### src/rtl/deinterleave_sched_if.sv
// Bundle of the demodulator/deinterleaver handshake signals around the
// per-symbol sequencer. The slave modport is the sequencer itself.
interface deinterleave_sched_if #(
  parameter int unsigned SYM_W = 16
) ();
  logic             enable;
  logic [7:0]       rate_in;
  logic             rate_valid;
  logic [5:0]       in_bits;
  logic             in_strobe;
  logic             in_ready;
  logic [7:0]       deint_rate;
  logic [5:0]       deint_bits;
  logic             deint_strobe;
  logic             deint_out_strobe;
  logic             symbol_done;
  logic [SYM_W-1:0] sym_count;
  logic             err_overrun;
  logic             err_rate;
  logic             err_timeout;

  modport slave (
    input  enable, rate_in, rate_valid, in_bits, in_strobe, deint_out_strobe,
    output in_ready, deint_rate, deint_bits, deint_strobe, symbol_done, sym_count,
           err_overrun, err_rate, err_timeout
  );

  modport master (
    output enable, rate_in, rate_valid, in_bits, in_strobe, deint_out_strobe,
    input  in_ready, deint_rate, deint_bits, deint_strobe, symbol_done, sym_count,
           err_overrun, err_rate, err_timeout
  );
endinterface

### src/rtl/deinterleave_sched.sv
// Per-symbol sequencer for the OFDM deinterleaver: admits one symbol of
// carriers, back-pressures the demodulator while the deinterleaver drains,
// keeps the rate fixed per symbol and reports overrun/bad-rate/stall events.
module deinterleave_sched #(
  parameter int unsigned TIMEOUT = 255,
  parameter int unsigned SYM_W   = 16
) (
  input logic                clock,
  input logic                reset,
  deinterleave_sched_if.slave io_bus
);

  localparam int unsigned StallW = $clog2(TIMEOUT + 1);

  typedef enum logic [1:0] {StIdle, StLoad, StDrain, StDone} state_e;

  // Legacy codes are the eight with bit3 set; HT needs MCS 0..7 only.
  function automatic logic f_rate_ok(input logic [7:0] rate);
    if (rate[7]) begin
      return rate[6:3] == 4'd0;
    end
    return rate[3];
  endfunction

  function automatic logic [8:0] f_ndbps(input logic [7:0] rate);
    logic [8:0] n;
    n = 9'd0;
    if (rate[7]) begin
      case (rate[2:0])
        3'd0:    n = 9'd26;
        3'd1:    n = 9'd52;
        3'd2:    n = 9'd78;
        3'd3:    n = 9'd104;
        3'd4:    n = 9'd156;
        3'd5:    n = 9'd208;
        3'd6:    n = 9'd234;
        default: n = 9'd260;
      endcase
    end else begin
      case (rate[3:0])
        4'b1011: n = 9'd24;
        4'b1111: n = 9'd36;
        4'b1010: n = 9'd48;
        4'b1110: n = 9'd72;
        4'b1001: n = 9'd96;
        4'b1101: n = 9'd144;
        4'b1000: n = 9'd192;
        4'b1100: n = 9'd216;
        default: n = 9'd0;
      endcase
    end
    return n;
  endfunction

  state_e           r_state, w_state_nxt;
  logic [7:0]       r_deint_rate, w_deint_rate_nxt;
  logic             r_rate_ok, w_rate_ok_nxt;
  logic             r_pend_valid, w_pend_valid_nxt;
  logic [7:0]       r_pend_rate, w_pend_rate_nxt;
  logic [5:0]       r_car_cnt, w_car_cnt_nxt;
  logic [8:0]       r_pair_cnt, w_pair_cnt_nxt;
  logic [StallW-1:0] r_stall_cnt, w_stall_cnt_nxt;
  logic [SYM_W-1:0] r_sym_count, w_sym_count_nxt;
  logic             r_err_overrun, w_err_overrun_nxt;
  logic             r_err_rate, w_err_rate_nxt;
  logic             r_err_timeout, w_err_timeout_nxt;

  logic       w_idle;
  logic       w_in_ready;
  logic       w_accept;
  logic       w_rate_hit;
  logic [7:0] w_eff_rate;
  logic [5:0] w_nsc;
  logic [8:0] w_ndbps;

  // Handshake decode and the rate the deinterleaver sees this cycle.
  always_comb begin
    w_idle     = (r_state == StIdle);
    w_in_ready = io_bus.enable && ((r_state == StLoad) || (w_idle && r_rate_ok));
    w_accept   = io_bus.enable && io_bus.in_strobe && w_in_ready;
    w_rate_hit = io_bus.enable && io_bus.rate_valid && f_rate_ok(io_bus.rate_in);
    w_nsc      = r_deint_rate[7] ? 6'd52 : 6'd48;
    w_ndbps    = f_ndbps(r_deint_rate);
    // In IDLE a fresh or pending rate is bypassed so a carrier accepted in the
    // same cycle already belongs to the new rate.
    w_eff_rate = r_deint_rate;
    if (w_idle && w_rate_hit) begin
      w_eff_rate = io_bus.rate_in;
    end else if (w_idle && io_bus.enable && r_pend_valid) begin
      w_eff_rate = r_pend_rate;
    end
  end

  // Next-state logic: everything holds while enable is low.
  always_comb begin
    w_state_nxt       = r_state;
    w_deint_rate_nxt  = r_deint_rate;
    w_rate_ok_nxt     = r_rate_ok;
    w_pend_valid_nxt  = r_pend_valid;
    w_pend_rate_nxt   = r_pend_rate;
    w_car_cnt_nxt     = r_car_cnt;
    w_pair_cnt_nxt    = r_pair_cnt;
    w_stall_cnt_nxt   = r_stall_cnt;
    w_sym_count_nxt   = r_sym_count;
    w_err_overrun_nxt = 1'b0;
    w_err_rate_nxt    = 1'b0;
    w_err_timeout_nxt = 1'b0;
    if (io_bus.enable) begin
      w_err_rate_nxt    = io_bus.rate_valid && !f_rate_ok(io_bus.rate_in);
      w_err_overrun_nxt = io_bus.in_strobe && !w_in_ready;
      if (w_rate_hit) begin
        w_rate_ok_nxt = 1'b1;
      end
      if (w_idle) begin
        w_deint_rate_nxt = w_eff_rate;
        w_pend_valid_nxt = 1'b0;
      end else if (w_rate_hit) begin
        w_pend_valid_nxt = 1'b1;
        w_pend_rate_nxt  = io_bus.rate_in;
      end
      case (r_state)
        StIdle: begin
          if (w_accept) begin
            w_state_nxt   = StLoad;
            w_car_cnt_nxt = 6'd1;
          end
        end
        StLoad: begin
          if (w_accept) begin
            if (r_car_cnt == w_nsc - 6'd1) begin
              w_state_nxt     = StDrain;
              w_pair_cnt_nxt  = 9'd0;
              w_stall_cnt_nxt = '0;
            end else begin
              w_car_cnt_nxt = r_car_cnt + 6'd1;
            end
          end
        end
        StDrain: begin
          if (io_bus.deint_out_strobe) begin
            w_stall_cnt_nxt = '0;
            if (r_pair_cnt == w_ndbps - 9'd1) begin
              w_state_nxt = StDone;
            end else begin
              w_pair_cnt_nxt = r_pair_cnt + 9'd1;
            end
          end else if (r_stall_cnt == StallW'(TIMEOUT - 1)) begin
            w_state_nxt       = StIdle;
            w_err_timeout_nxt = 1'b1;
          end else begin
            w_stall_cnt_nxt = r_stall_cnt + 1'b1;
          end
        end
        default: begin
          w_sym_count_nxt = r_sym_count + 1'b1;
          w_state_nxt     = StIdle;
        end
      endcase
    end
  end

  // State registers with synchronous reset.
  always_ff @(posedge clock) begin
    if (reset) begin
      r_state       <= StIdle;
      r_deint_rate  <= 8'd0;
      r_rate_ok     <= 1'b0;
      r_pend_valid  <= 1'b0;
      r_pend_rate   <= 8'd0;
      r_car_cnt     <= 6'd0;
      r_pair_cnt    <= 9'd0;
      r_stall_cnt   <= '0;
      r_sym_count   <= '0;
      r_err_overrun <= 1'b0;
      r_err_rate    <= 1'b0;
      r_err_timeout <= 1'b0;
    end else begin
      r_state       <= w_state_nxt;
      r_deint_rate  <= w_deint_rate_nxt;
      r_rate_ok     <= w_rate_ok_nxt;
      r_pend_valid  <= w_pend_valid_nxt;
      r_pend_rate   <= w_pend_rate_nxt;
      r_car_cnt     <= w_car_cnt_nxt;
      r_pair_cnt    <= w_pair_cnt_nxt;
      r_stall_cnt   <= w_stall_cnt_nxt;
      r_sym_count   <= w_sym_count_nxt;
      r_err_overrun <= w_err_overrun_nxt;
      r_err_rate    <= w_err_rate_nxt;
      r_err_timeout <= w_err_timeout_nxt;
    end
  end

  // Output drive.
  always_comb begin
    io_bus.in_ready     = w_in_ready;
    io_bus.deint_rate   = w_eff_rate;
    io_bus.deint_bits   = io_bus.in_bits;
    io_bus.deint_strobe = w_accept;
    io_bus.symbol_done  = io_bus.enable && (r_state == StDone);
    io_bus.sym_count    = r_sym_count;
    io_bus.err_overrun  = r_err_overrun;
    io_bus.err_rate     = r_err_rate;
    io_bus.err_timeout  = r_err_timeout;
  end

endmodule

### src/flat_wrapper.sv
// flat-port wrapper written by rule: the top's interface ports become plain ports
module deinterleave_sched_flat 
#(
  parameter int unsigned TIMEOUT = 255,
  parameter int unsigned SYM_W   = 16
)
  (clock, reset, io_bus_enable, io_bus_rate_in, io_bus_rate_valid, io_bus_in_bits, io_bus_in_strobe, io_bus_deint_out_strobe, io_bus_in_ready, io_bus_deint_rate, io_bus_deint_bits, io_bus_deint_strobe, io_bus_symbol_done, io_bus_sym_count, io_bus_err_overrun, io_bus_err_rate, io_bus_err_timeout);
  deinterleave_sched_if #(.SYM_W(SYM_W)) io_bus_i ();
  input logic clock;
  input logic reset;
  input wire logic [$bits(io_bus_i.enable)-1:0] io_bus_enable;
  input wire logic [$bits(io_bus_i.rate_in)-1:0] io_bus_rate_in;
  input wire logic [$bits(io_bus_i.rate_valid)-1:0] io_bus_rate_valid;
  input wire logic [$bits(io_bus_i.in_bits)-1:0] io_bus_in_bits;
  input wire logic [$bits(io_bus_i.in_strobe)-1:0] io_bus_in_strobe;
  input wire logic [$bits(io_bus_i.deint_out_strobe)-1:0] io_bus_deint_out_strobe;
  output wire logic [$bits(io_bus_i.in_ready)-1:0] io_bus_in_ready;
  output wire logic [$bits(io_bus_i.deint_rate)-1:0] io_bus_deint_rate;
  output wire logic [$bits(io_bus_i.deint_bits)-1:0] io_bus_deint_bits;
  output wire logic [$bits(io_bus_i.deint_strobe)-1:0] io_bus_deint_strobe;
  output wire logic [$bits(io_bus_i.symbol_done)-1:0] io_bus_symbol_done;
  output wire logic [$bits(io_bus_i.sym_count)-1:0] io_bus_sym_count;
  output wire logic [$bits(io_bus_i.err_overrun)-1:0] io_bus_err_overrun;
  output wire logic [$bits(io_bus_i.err_rate)-1:0] io_bus_err_rate;
  output wire logic [$bits(io_bus_i.err_timeout)-1:0] io_bus_err_timeout;
  assign io_bus_i.enable = io_bus_enable;
  assign io_bus_i.rate_in = io_bus_rate_in;
  assign io_bus_i.rate_valid = io_bus_rate_valid;
  assign io_bus_i.in_bits = io_bus_in_bits;
  assign io_bus_i.in_strobe = io_bus_in_strobe;
  assign io_bus_i.deint_out_strobe = io_bus_deint_out_strobe;
  assign io_bus_in_ready = io_bus_i.in_ready;
  assign io_bus_deint_rate = io_bus_i.deint_rate;
  assign io_bus_deint_bits = io_bus_i.deint_bits;
  assign io_bus_deint_strobe = io_bus_i.deint_strobe;
  assign io_bus_symbol_done = io_bus_i.symbol_done;
  assign io_bus_sym_count = io_bus_i.sym_count;
  assign io_bus_err_overrun = io_bus_i.err_overrun;
  assign io_bus_err_rate = io_bus_i.err_rate;
  assign io_bus_err_timeout = io_bus_i.err_timeout;
  deinterleave_sched #(.TIMEOUT(TIMEOUT), .SYM_W(SYM_W)) u_core (.clock(clock), .reset(reset), .io_bus(io_bus_i));
endmodule
### config.mk
export PLATFORM = sky130hd
export DESIGN_NAME = deinterleave_sched_flat
export DESIGN_NICKNAME = d
export VERILOG_FILES = /design/src/rtl/deinterleave_sched_if.sv /design/src/rtl/deinterleave_sched.sv /design/src/flat_wrapper.sv
export SDC_FILE = /design/constraint.sdc
export NUM_CORES = 1
export LEC_CHECK = 0
export ABC_AREA = 1
export BUFFER_PORTS_ARGS = -buffer_cell sky130_fd_sc_hd__buf_2
export CORE_ASPECT_RATIO = 1.4
export CORE_UTILIZATION = 55
export CTS_BUF_LIST = sky130_fd_sc_hd__clkbuf_4
export CTS_CLUSTER_SIZE = 30
export DETAILED_ROUTE_END_ITERATION = 16
export PLACE_DENSITY = 0.82
export SLEW_MARGIN = 20
export SYNTH_ARGS = -nofsm -noshare
export SYNTH_HDL_FRONTEND = slang
export SYNTH_SLANG_ARGS = --single-unit
export TNS_END_PERCENT = 100
### constraint.sdc
create_clock -name clock -period 2.7 [get_ports clock]
set_clock_uncertainty 0.1 [all_clocks]
set_input_delay 0.135 -clock clock [delete_from_list [all_inputs] [get_ports clock]]
set_output_delay 0.135 -clock clock [all_outputs]
set_load 0.02 [all_outputs]
==> impl_metrics.env <==
export IMPL_outcome="finished, final reports clean"
export IMPL_synth_seq_cells=68
export IMPL_post_synth_most_frequent_cells="nand2_1 (110), inv_1 (73), dfxtp_1 (68), nor2_1 (63), a21oi_1 (49)"
export IMPL_drv_cap=0
export IMPL_power_sequential_fraction_pct=43.7
export IMPL_globalRouteOverflowTotal=0
export IMPL_detailroute_via_count=3746
export IMPL_cts_root_buf="clkbuf_4"
export IMPL_number_of_detailed_routing_iterations_run_before_antenna_repair=4
export IMPL_final_nets=662
export IMPL_drt_first_iter_violations=134
export IMPL_delay_contributed_by_the_slowest_stage_of_the_critical_path_ps=500
export IMPL_setup_viol=0
export IMPL_worstPathCellList="inv_1 -> ha_1 -> inv_2 -> o21ai_0 -> nand2_1 -> nor2_2 -> a21oi_1 -> nor4_2 -> nand3_2 -> nand2_1 -> nor2_1"
export IMPL_synthArstFlopShare_pct=0
export IMPL_critical_path_slowest_cell="nor4_2"
export IMPL_startpoint="u_core.r_state[0]$_SDFFE_PP0P_"
export IMPL_leading_cell_type_by_number_of_instances_after_synthesis="nand2_1"
export IMPL_grt_pass1_wl_um=14300
export IMPL_final_critical_path_share_of_the_clock_period_pct=95.6
export IMPL_numCtsBuffers=9
export IMPL_cp_end_kind="register"
export IMPL_drt_total_wl_um=8830
export IMPL_area_growth_synth_to_final_pct=19.9
export IMPL_max_clock_freq_ghz=0.387
export IMPL_yosys_area_top_type_share_pct=35.4
export IMPL_initial_utilization_pct=57.7
export IMPL_drc_errors=0
export IMPL_syn_inst=556
export IMPL_synth_avg_cell_area_um2=6.91
export IMPL_clock_latency_ps=400
export IMPL_crit_reg2reg_launch="u_core.r_state[0]$_SDFFE_PP0P_"
export IMPL_crit_required_ps=2900
export IMPL_num_rows=35
export IMPL_post_synth_edffs=0
export IMPL_period_needed_ps=2580
export IMPL_cts_tree="yes"
export IMPL_power_static_leakage_nw=1.99
export IMPL_crit_family="simple AND/OR/NAND/NOR gates"
export IMPL_dpl_instance_area_um2=4160
export IMPL_buffer_ports_inserted=43
export IMPL_power_ir_vdd_worst_mv=0.376
export IMPL_synth_area_leaders="dfxtp_1 (35%), nand2_1 (11%), inv_1 (7.1%)"
export IMPL_critical_path_max_fanout=5
export IMPL_min_path_cells=4
export IMPL_post_place_ws_ps=-4.71
export IMPL_ys_types=44
export IMPL_netSwitchingPower_mw=0.874
export IMPL_top_level_ports=56
export IMPL_clockPowerShare_pct=25.3
export IMPL_number_of_nets_with_antenna_violations_after_detailed_routing=0
export IMPL_grt_antenna_before_repair=0
export IMPL_die_w_um=72.6
export IMPL_maxSlewViolCount=0
export IMPL_detailedPlacementHpwl_um=6240
export IMPL_max_slew_margin_rel_pct=53.3
export IMPL_layout_cell_area_non_filler_um2=4610
export IMPL_via_count_of_the_first_global_routing_pass=3436
export IMPL_fp_dieArea_um2=7330
export IMPL_setup_tns_ps=0
export IMPL_antenna_diode_count=0
export IMPL_placed_cells_incl_taps=687
export IMPL_ys_warnings_count=0
export IMPL_power_share_switching_pct=35.3
export IMPL_clock_path_buffers=2
export IMPL_share_comb_of_total_power_pct=31.0
export IMPL_final_hold_violation_count=0
export IMPL_internal_power_of_the_cells_mw=1.60
export IMPL_routed_via_density=5.17
export IMPL_final_setup_worst_slack_ps=118
export IMPL_post_layout_nonfiller_instances=725
export IMPL_setup_worst_path_start_class="register"
export IMPL_netlist_area_um2=3840
export IMPL_worst_setup_hold_path_clk_slew_ps=100
export IMPL_synthDominantAreaCellType="dfxtp_1"
export IMPL_power_after_layout_mw=2.48
export IMPL_timing_setup_critical_path_class="reg -> reg"
export IMPL_critPathBufInv=2
export IMPL_grt_start_max_net_pins=18
export IMPL_cp_num_cells=11
export IMPL_arrival_ps=2780
export IMPL_hold_path_startpoint="io_bus_rate_in[6]"
export IMPL_die_height_um=101
export IMPL_ys_seq_area_share_pct=35.4
export IMPL_rsz0062_at_grt="true"
export IMPL_wl_per_cell_um=12.2
export IMPL_hp_class="in -> reg"
export IMPL_synthesis_nets=590
export IMPL_post_route_cells_drive_above_1_share_pct=22.4
export IMPL_core_region_area_um2=6660
export IMPL_grt_total_usage_pct=25.0
export IMPL_place_congestion=0.842
export IMPL_cpMostUsedCell="nand2_1"
export IMPL_yosys_most_used_dff="dfxtp_1"
export IMPL_clock_tree_htree_level_count=3
export IMPL_r2r_worst_path_cells=11
export IMPL_clock_sinks=68
export IMPL_worst_pin_slew_ps=699
export IMPL_power_density_cell_area_nw_per_um2=538
-- power groups by stage --
stage                     combinational [mW]  clock (mW)  sequential (mW)
after floorplan                        0.510           0             1.11
after global placement                 0.650           0             1.10
after detailed placement               0.667           0             1.10
after CTS                              0.686       0.641             1.08
after global routing                   0.854       0.683             1.09
final                                  0.768       0.628             1.08
-- path summary, 6_finish.rpt --
path                                                            end  slack (ps)
worst max-delay path                 u_core.r_state[1]$_SDFFE_PP0P_         120
worst min-delay path            u_core.r_deint_rate[6]$_SDFFE_PP0P_          20
worst max register to register       u_core.r_state[1]$_SDFFE_PP0P_         120
worst min register to register   u_core.r_pend_rate[1]$_SDFFE_PP0P_         350
-- stage by stage --
| stage | util, % | hold slack (ps) |
|---|---|---|
| 3_3_place_gp | 62.5 | 170 |
| 2_1_floorplan | - | 199 |
| 4_1_cts | 66.3 | 10.7 |
| 6_report | 69.2 | 19.9 |
| 5_1_grt | 69.2 | 46.6 |
| 3_5_place_dp | 62.5 | 170 |
-- per-layer routing --
layer	GRT usage [%]	vias to the layer above	wire length, µm
li1	-	1920	-
met3	4.40	28	353
met1	27.3	1708	3520
met4	15.1	0	282
met5	0	-	0
met2	44.2	90	4680
-- layout by cell type (no fill, tap or decap), types with 6 or more instances in the layout --
master / Yosys / routed
inv_1: 73 / 73
xor2_1: 9 / 9
o21ai_0: 37 / 35
nand2_1: 110 / 101
nand3_1: 36 / 34
nand2_4: 3 / 6
dfxtp_1: 68 / 64
buf_4: 6 / 20
or2_2: 6 / 6
nor3_1: 7 / 7
dlygate4sd3_1: 0 / 12
ha_1: 14 / 13
clkbuf_4: 0 / 10
nand2_2: 8 / 14
a21oi_1: 49 / 46
nand4_1: 7 / 7
nor2_1: 63 / 60
buf_2: 1 / 43
-- registers in the layout (all words and copies together) (netlist names), 2 cells and up, named ones only --
signal and cells:
u_core.io_bus.sym_count 16, u_core.r_deint_rate 8, u_core.r_car_cnt 6, u_core.r_pend_rate 8, u_core.r_pair_cnt 9, u_core.r_state 2
u_core.r_stall_cnt 8
-- cell type report --
type	count	area [µm²]
clock buffer	10	75.1
clock inverter	6	55.1
fill	535	2050
inverter	82	310
multi-input combinational	392	2190
sequential	68	1370
tap	92	115
timing repair buffer	75	485
-- tightest hold or removal path: stages --
cell     delay, ps
buf_2           90
or2_2           90
o21ai_0         90
nor2_1          80
-- cell families after synthesis --
logic type / after synthesis / share of synthesized area (%)
AND/OR/NAND/NOR: 263 / 32.3
AO/OA/AOI/OAI: 99 / 13.8
buffers and inverters: 98 / 10.7
flip-flops: 68 / 35.4
XOR/XNOR: 14 / 3.19
adder cells (fa/ha/maj): 14 / 4.56
-- repair_timing --
item | 4_1_cts | 5_1_grt
hold buffers | 12 | 0
setup endpoints to repair | 1 | 16
endpoints found under the hold margin | 18 | 0
setup buffers | 0 | 8
gates cloned | 0 | 2
pin swaps | 0 | 18
gates resized for setup | 1 | 32
Note: power is estimated with default switching activity, not from simulation.
